<file path="config.mk">
export PLATFORM = sky130hd
export DESIGN_NAME = rf_scoreboard
export DESIGN_NICKNAME = d
export VERILOG_FILES = /design/src/rtl/rf_scoreboard.sv
export SDC_FILE = /design/constraint.sdc
export NUM_CORES = 2
export LEC_CHECK = 0
export CORE_ASPECT_RATIO = 0.5
export CORE_UTILIZATION = 55
export DETAILED_ROUTE_END_ITERATION = 10
export GPL_ROUTABILITY_DRIVEN = 0
export PLACE_DENSITY = 0.75
export SLEW_MARGIN = 20
export SYNTH_ARGS = -nofsm -noshare
export SYNTH_HDL_FRONTEND = slang
export SYNTH_SLANG_ARGS = --single-unit
</file>
<file path="constraint.sdc">
create_clock -name clk -period 32.7 [get_ports clk]
set_input_delay 4.905 -clock clk [delete_from_list [all_inputs] [get_ports clk]]
set_output_delay 4.905 -clock clk [all_outputs]
set_load 0.1 [all_outputs]
</file>
<file path="src/rtl/rf_scoreboard.sv">
// rf_scoreboard: parametrised register file with two combinational read ports,
// one synchronous write port, optional write-to-read bypass and a per-register busy scoreboard.
module rf_scoreboard #(
    parameter int DATA_W   = 32,
    parameter int ADDR_W   = 5,
    parameter int ZERO_REG = 1,
    parameter int BYPASS   = 1
) (
    input  logic              clk,
    input  logic              rst,
    input  logic              RegWrite,
    input  logic [ADDR_W-1:0] rc,
    input  logic [DATA_W-1:0] dc,
    input  logic [ADDR_W-1:0] ra,
    input  logic [ADDR_W-1:0] rb,
    output logic [DATA_W-1:0] da,
    output logic [DATA_W-1:0] db,
    input  logic              issue,
    input  logic [ADDR_W-1:0] issue_reg,
    output logic              busy_a,
    output logic              busy_b,
    output logic [ADDR_W:0]   busy_cnt
);
    localparam int NREG = 2**ADDR_W;
    logic [DATA_W-1:0] mem [NREG];
    logic [NREG-1:0]   busy;
    logic [NREG-1:0]   busy_nxt;
    logic              wr_ok;
    logic              iss_ok;
    logic              wr_clr;
    logic              cnt_inc;
    logic              cnt_dec;
    assign wr_ok  = RegWrite && !(ZERO_REG != 0 && rc == '0);
    assign iss_ok = issue && !(ZERO_REG != 0 && issue_reg == '0);
    // a same-cycle issue to the written register keeps it busy
    assign wr_clr  = wr_ok && !(iss_ok && issue_reg == rc);
    assign cnt_inc = iss_ok && !busy[issue_reg];
    assign cnt_dec = wr_clr && busy[rc];
    always_comb begin
        busy_nxt = busy;
        if (wr_clr)
            busy_nxt[rc] = 1'b0;
        if (iss_ok)
            busy_nxt[issue_reg] = 1'b1;
    end
    always_ff @(posedge clk or posedge rst) begin
        if (rst) begin
            for (int i = 0; i < NREG; i++)
                mem[i] <= '0;
            busy     <= '0;
            busy_cnt <= '0;
        end else begin
            if (wr_ok)
                mem[rc] <= dc;
            busy     <= busy_nxt;
            busy_cnt <= busy_cnt + (ADDR_W+1)'(cnt_inc) - (ADDR_W+1)'(cnt_dec);
        end
    end
    function automatic logic [DATA_W-1:0] rd(input logic [ADDR_W-1:0] idx);
        if (ZERO_REG != 0 && idx == '0)
            return '0;
        if (BYPASS != 0 && wr_ok && rc == idx)
            return dc;
        return mem[idx];
    endfunction
    assign da     = rd(ra);
    assign db     = rd(rb);
    assign busy_a = busy[ra] && !(BYPASS != 0 && wr_clr && rc == ra);
    assign busy_b = busy[rb] && !(BYPASS != 0 && wr_clr && rc == rb);
endmodule

</file>
Word-level counts from Yosys, hierarchy flattened
Index checks and enable logic that the tools add are counted.

Equality and inequality tests: 3. $add $sub $neg: 2. Order comparisons: 10. Reduce and logical (&&, ||, !) cells: 25. Bitwise operators: 6. Multiplexer cells: 37.

Operator list (count): bitwise mux 1024 bit (1); two-way mux 32 bit (15); binary-select mux 32 bit (select 5 bit) (2); demux 32 bit (select 5 bit) (1); bitwise AND 32 bit (1); inverter 32 bit (1); bitwise OR 32 bit (1); less-than comparator 5 x 6 -> 1 bit (second input constant) (4); binary-select mux 1 bit (select 5 bit) (4); zero test 5 bit (4); greater-or-equal comparator 6 bit (second input constant) (3); inverter 5 -> 6 bit (3); equality test 5 bit (3); logical AND 1 bit (15); two-way mux 1 bit (12); demux 1 bit (select 5 bit) (2); greater-or-equal comparator 5 x 1 -> 1 bit (second input constant) (2); adder 6 x 1 -> 6 bit (1); zero test 1 bit (6); less-than comparator 6 x 1 -> 1 bit (second input constant) (1); subtractor 6 x 1 -> 6 bit (1).

Output and inout port bits: 72. Input bits: 56. Word-level logic and storage cells: 117. Bits in registers: 1062.

Depth between registers and ports, before layout
Depth in word-level cells: 9. Gate-level depth with buffers: 15. Gate-level depth less buffers: 13.

Worst setup path before layout
OpenSTA, ideal clock, no wires.

Path type: input-to-output. Start: input rb[0]. End: output db[5]. Setup slack: 18.632 ns. Cell stages on the path: 9. Path buffers: 4. Arrival time: 9.163 ns. Required time: 27.795 ns. Cells stage by stage: buf_2 > buf_4 > buf_4 > buf_4 > and2_1 > a211oi_1 > a2111oi_0 > nor3_1 > nor4_1.

Word-level cells in the longest chain between the ends: 6. Elaborated cells between the ends (all ways): 13. Those cells by class: eq/ne: 1; mux: 9; bitwise: 1; reduce/logical: 2.

Ends and longest elaborated chain: start: declaration (line 15) `input logic [ADDR_W-1:0] rb,`; inverter 5 -> 6 bit (not written as such) / equality test 5 bit (equally long branches) (line 64, 62); binary-select mux 32 bit (select 5 bit) / logical AND 1 bit (equally long branches) (line 64, 62); two-way mux 32 bit (not written as such) / two-way mux 1 bit (equally long branches) (2 in a row) (line 64, 62); two-way mux 32 bit (line 64) `return mem[idx];`; two-way mux 32 bit (*) (line 62) `if (BYPASS != 0 && wr_ok && rc == idx)`; end: declaration (line 17) `output logic [DATA_W-1:0] db,`.

Mark *: on every way between the ends. The rest lies on a longest branch, timed or not. The select of a mux whose other input is x is not followed.

Final worst setup path
Start: input ra[2]. End: output da[26].

Word-level cells in the longest chain between the ends: 6. Elaborated cells between the ends (all ways): 13. Those cells by class: eq/ne: 1; mux: 9; bitwise: 1; reduce/logical: 2.

Ends and longest elaborated chain: start: declaration (line 14) `input logic [ADDR_W-1:0] ra,`; inverter 5 -> 6 bit (not written as such) / equality test 5 bit (equally long branches) (line 64, 62); binary-select mux 32 bit (select 5 bit) / logical AND 1 bit (equally long branches) (line 64, 62); two-way mux 32 bit (not written as such) / two-way mux 1 bit (equally long branches) (2 in a row) (line 64, 62); two-way mux 32 bit (line 64); two-way mux 32 bit (*) (line 62); end: declaration (line 16) `output logic [DATA_W-1:0] da,`.

Marks and branches as above.

==> out/metrics.cfg <==
[critical_path]
r2r-start=busy[19]
path_class=in -> out
cp-start-kind=primary input
setup.worst_path.start=ra[2]
critical_path.max_fanout=42
end_kind=primary output
cp.required_ns=27.79
worstPathArrival_ns=10.88

[timing]
setup_violations=0
max-slew-margin-rel=0.1964
fin_skew_ns=0.01266
rsz0062_at_grt=false
hold_violations=0
fin_crit_sh=0.4827
setup_tns_ns=0
report.final.slew_viol_count=0
tightest_slew_ns=1.205
worst_slack_ns=16.91
fin_crit_ns=15.79
fmax_ghz=0.06335
holdWs_ns=0.4000

[yosys]
synth.distinct_cells=68
syn_area_mm2=0.05801
syn_inst=4151
ys_seq_area_frac=0.4581
yosys_warnings=0
async_flop_share=1.000
ys_ff_latch=1062
synth-edff-count=0
synthesis.nets=4214
synthDominantCellAreaShare=0.4581
postSynthAreaPerCell_um2=13.98
netlist_top_cells_area=dfrtp_1, mux2_2, mux4_2
synth_ff_type=dfrtp_1
synth_top_area_cell=dfrtp_1

[routing]
drc=0
wl_per_cell_um=35.81
viasPerCell=7.373
first_pass_iters=8
antenna_left=0
drtIter0Drc=5453
vias=40650
routed_wl_um=197400

[finish]
fillCellCount=7672
fin_cells=5513
synthToLayoutAreaGrowth_pct=9.235
drive_above_1_share=0.4561
nets=4091
final_cell_mix=mux2_2, dfrtp_1, mux4_2
fin_util=0.6121
layout_commonest_cell=mux2_2

[power_and_ir_drop]
powerDensity_mw_per_mm2=62.93
leakage_nw=27.25
ir_drop_mv=0.04318

[cts]
cts_tree=done
clock_sinks=1062
cts_resized=0
hold_buffers=0
numCtsBuffers=97
post-cts-setup-buffer-count=0
ctsRootBufferMaster=clkbuf_16
clock_latency_ns=0.71
clockBufferDepth=3
h-tree-depth=3
clk_pin_slew_ns=0.07

[floorplan]
core-area_mm2=0.1035
row_count=83
die_y_um=231.7
pin_count=128
initial_core_util=0.5603
die-area_mm2=0.1069
die_x_um=461.3

[run]
maxCapViolations=0

[status]
status=finished clean

[global_route]
antenna_found_initial=3
grt_max_degree=181
grt_pass1_wl_um=288300
grt_pass1_vias=41290
overflow=0
grt_use_total=0.3751

[placed_design]
placedCellCount=5331
dp_slack_ns=17.21
io_buffers=127
dpl.hpwl_um=114400

[worst_hold_path]
hold_path.class=reg -> reg
min-delay-start=mem[1019]

==> sequential cells by signal (all words and copies together) (netlist names) <==
name / count
busy: 32
mem: 1024
busy_cnt: 6
==> stage by stage <==
stage,total power [W],instance area (um2)
after floorplan,0.002497,58020
after global placement,0.002707,60020
after detailed placement,0.002754,60010
after CTS,0.003973,63410
after global routing,0.004126,63370
final,0.003988,63370
==> synthesized netlist by cell type, drive strengths merged (19+ instances only) <==
cell type  instances
a21oi             36
a221o             23
a221oi            51
a22oi             22
a31oi             19
buf              241
clkbuf           228
dfrtp           1062
mux2            1109
mux2i            157
mux4             424
nand2             68
nor2             142
nor3              58
nor4              28
o21ai             83
o22ai            118
==> kinds of logic (layout without fill, tap and decap cells) <==
| kind of cell | Yosys count | count (layout) | synth area share |
|---|---|---|---|
| mux | 1690 | 1690 | 0.4069 |
| flops | 1062 | 1062 | 0.4581 |
| simple gates | 411 | 411 | 0.03481 |
| fa+ha+maj | 7 | 7 | 0.001639 |
| xor+xnor | 20 | 20 | 0.003019 |
| other cells | 0 | 2 | 0 |
| buf+inv | 486 | 444 | 0.03817 |
| compound gates | 475 | 475 | 0.05733 |
==> final timing paths <==
kind | endpoint | slack, ns | cells after the start
worst max-delay path | da[26] | 16.91 | 10
worst min-delay path | mem[1019] | 0.40 | 0
worst max register to register | busy_cnt[4] | 29.49 | 12
worst min register to register | mem[1019] | 0.40 | 0
max in group asynchronous | mem[747] | 24.92 | 5
min in group asynchronous | busy_cnt[5] | 4.69 | 2
==> power breakdown <==
| part | total [W] | internal, W | switching [W] |
|---|---|---|---|
| clock | 0.00123 | 0.000696 | 0.000538 |
| combinational | 0.000994 | 0.000497 | 0.000497 |
| sequential | 0.00176 | 0.00157 | 0.000193 |
| total | 0.00399 | 0.00276 | 0.00123 |
==> critical path, stage by stage <==
cell	delay [ns]
buf_6	0.37
buf_4	0.61
buf_4	0.57
buf_4	0.72
or3_1	0.29
nand3_1	0.36
nor2_1	0.87
a221oi_1	0.30
a31oi_1	0.54
clkdlybuf4s50_1	1.24
==> cell type report <==
class / instances / area, um2 / share of cell area
multi-input cells: 2603 / 29410 / 0.4641
flip-flops and latches: 1062 / 26580 / 0.4194
clock buffers: 136 / 2836 / 0.04476
repair buffers: 247 / 2158 / 0.03406
well taps: 1402 / 1754 / 0.02768
clock inverters: 44 / 566.8 / 0.008944
inverters: 17 / 67.56 / 0.001066
diodes: 2 / 5.005 / 0.00007897
==> metal layers <==
layer,vias up,part of all wire,routed length (um),global-route usage
met2,3023,0.42,83790,0.5309
met3,711,0.15,29310,0.1502
met1,21200,0.37,72280,0.4977
met4,2,0.061,12060,0.1950
li1,15720,-,-,-
met5,-,0.000066,13,0
Power figures use the tool's default switching activity.
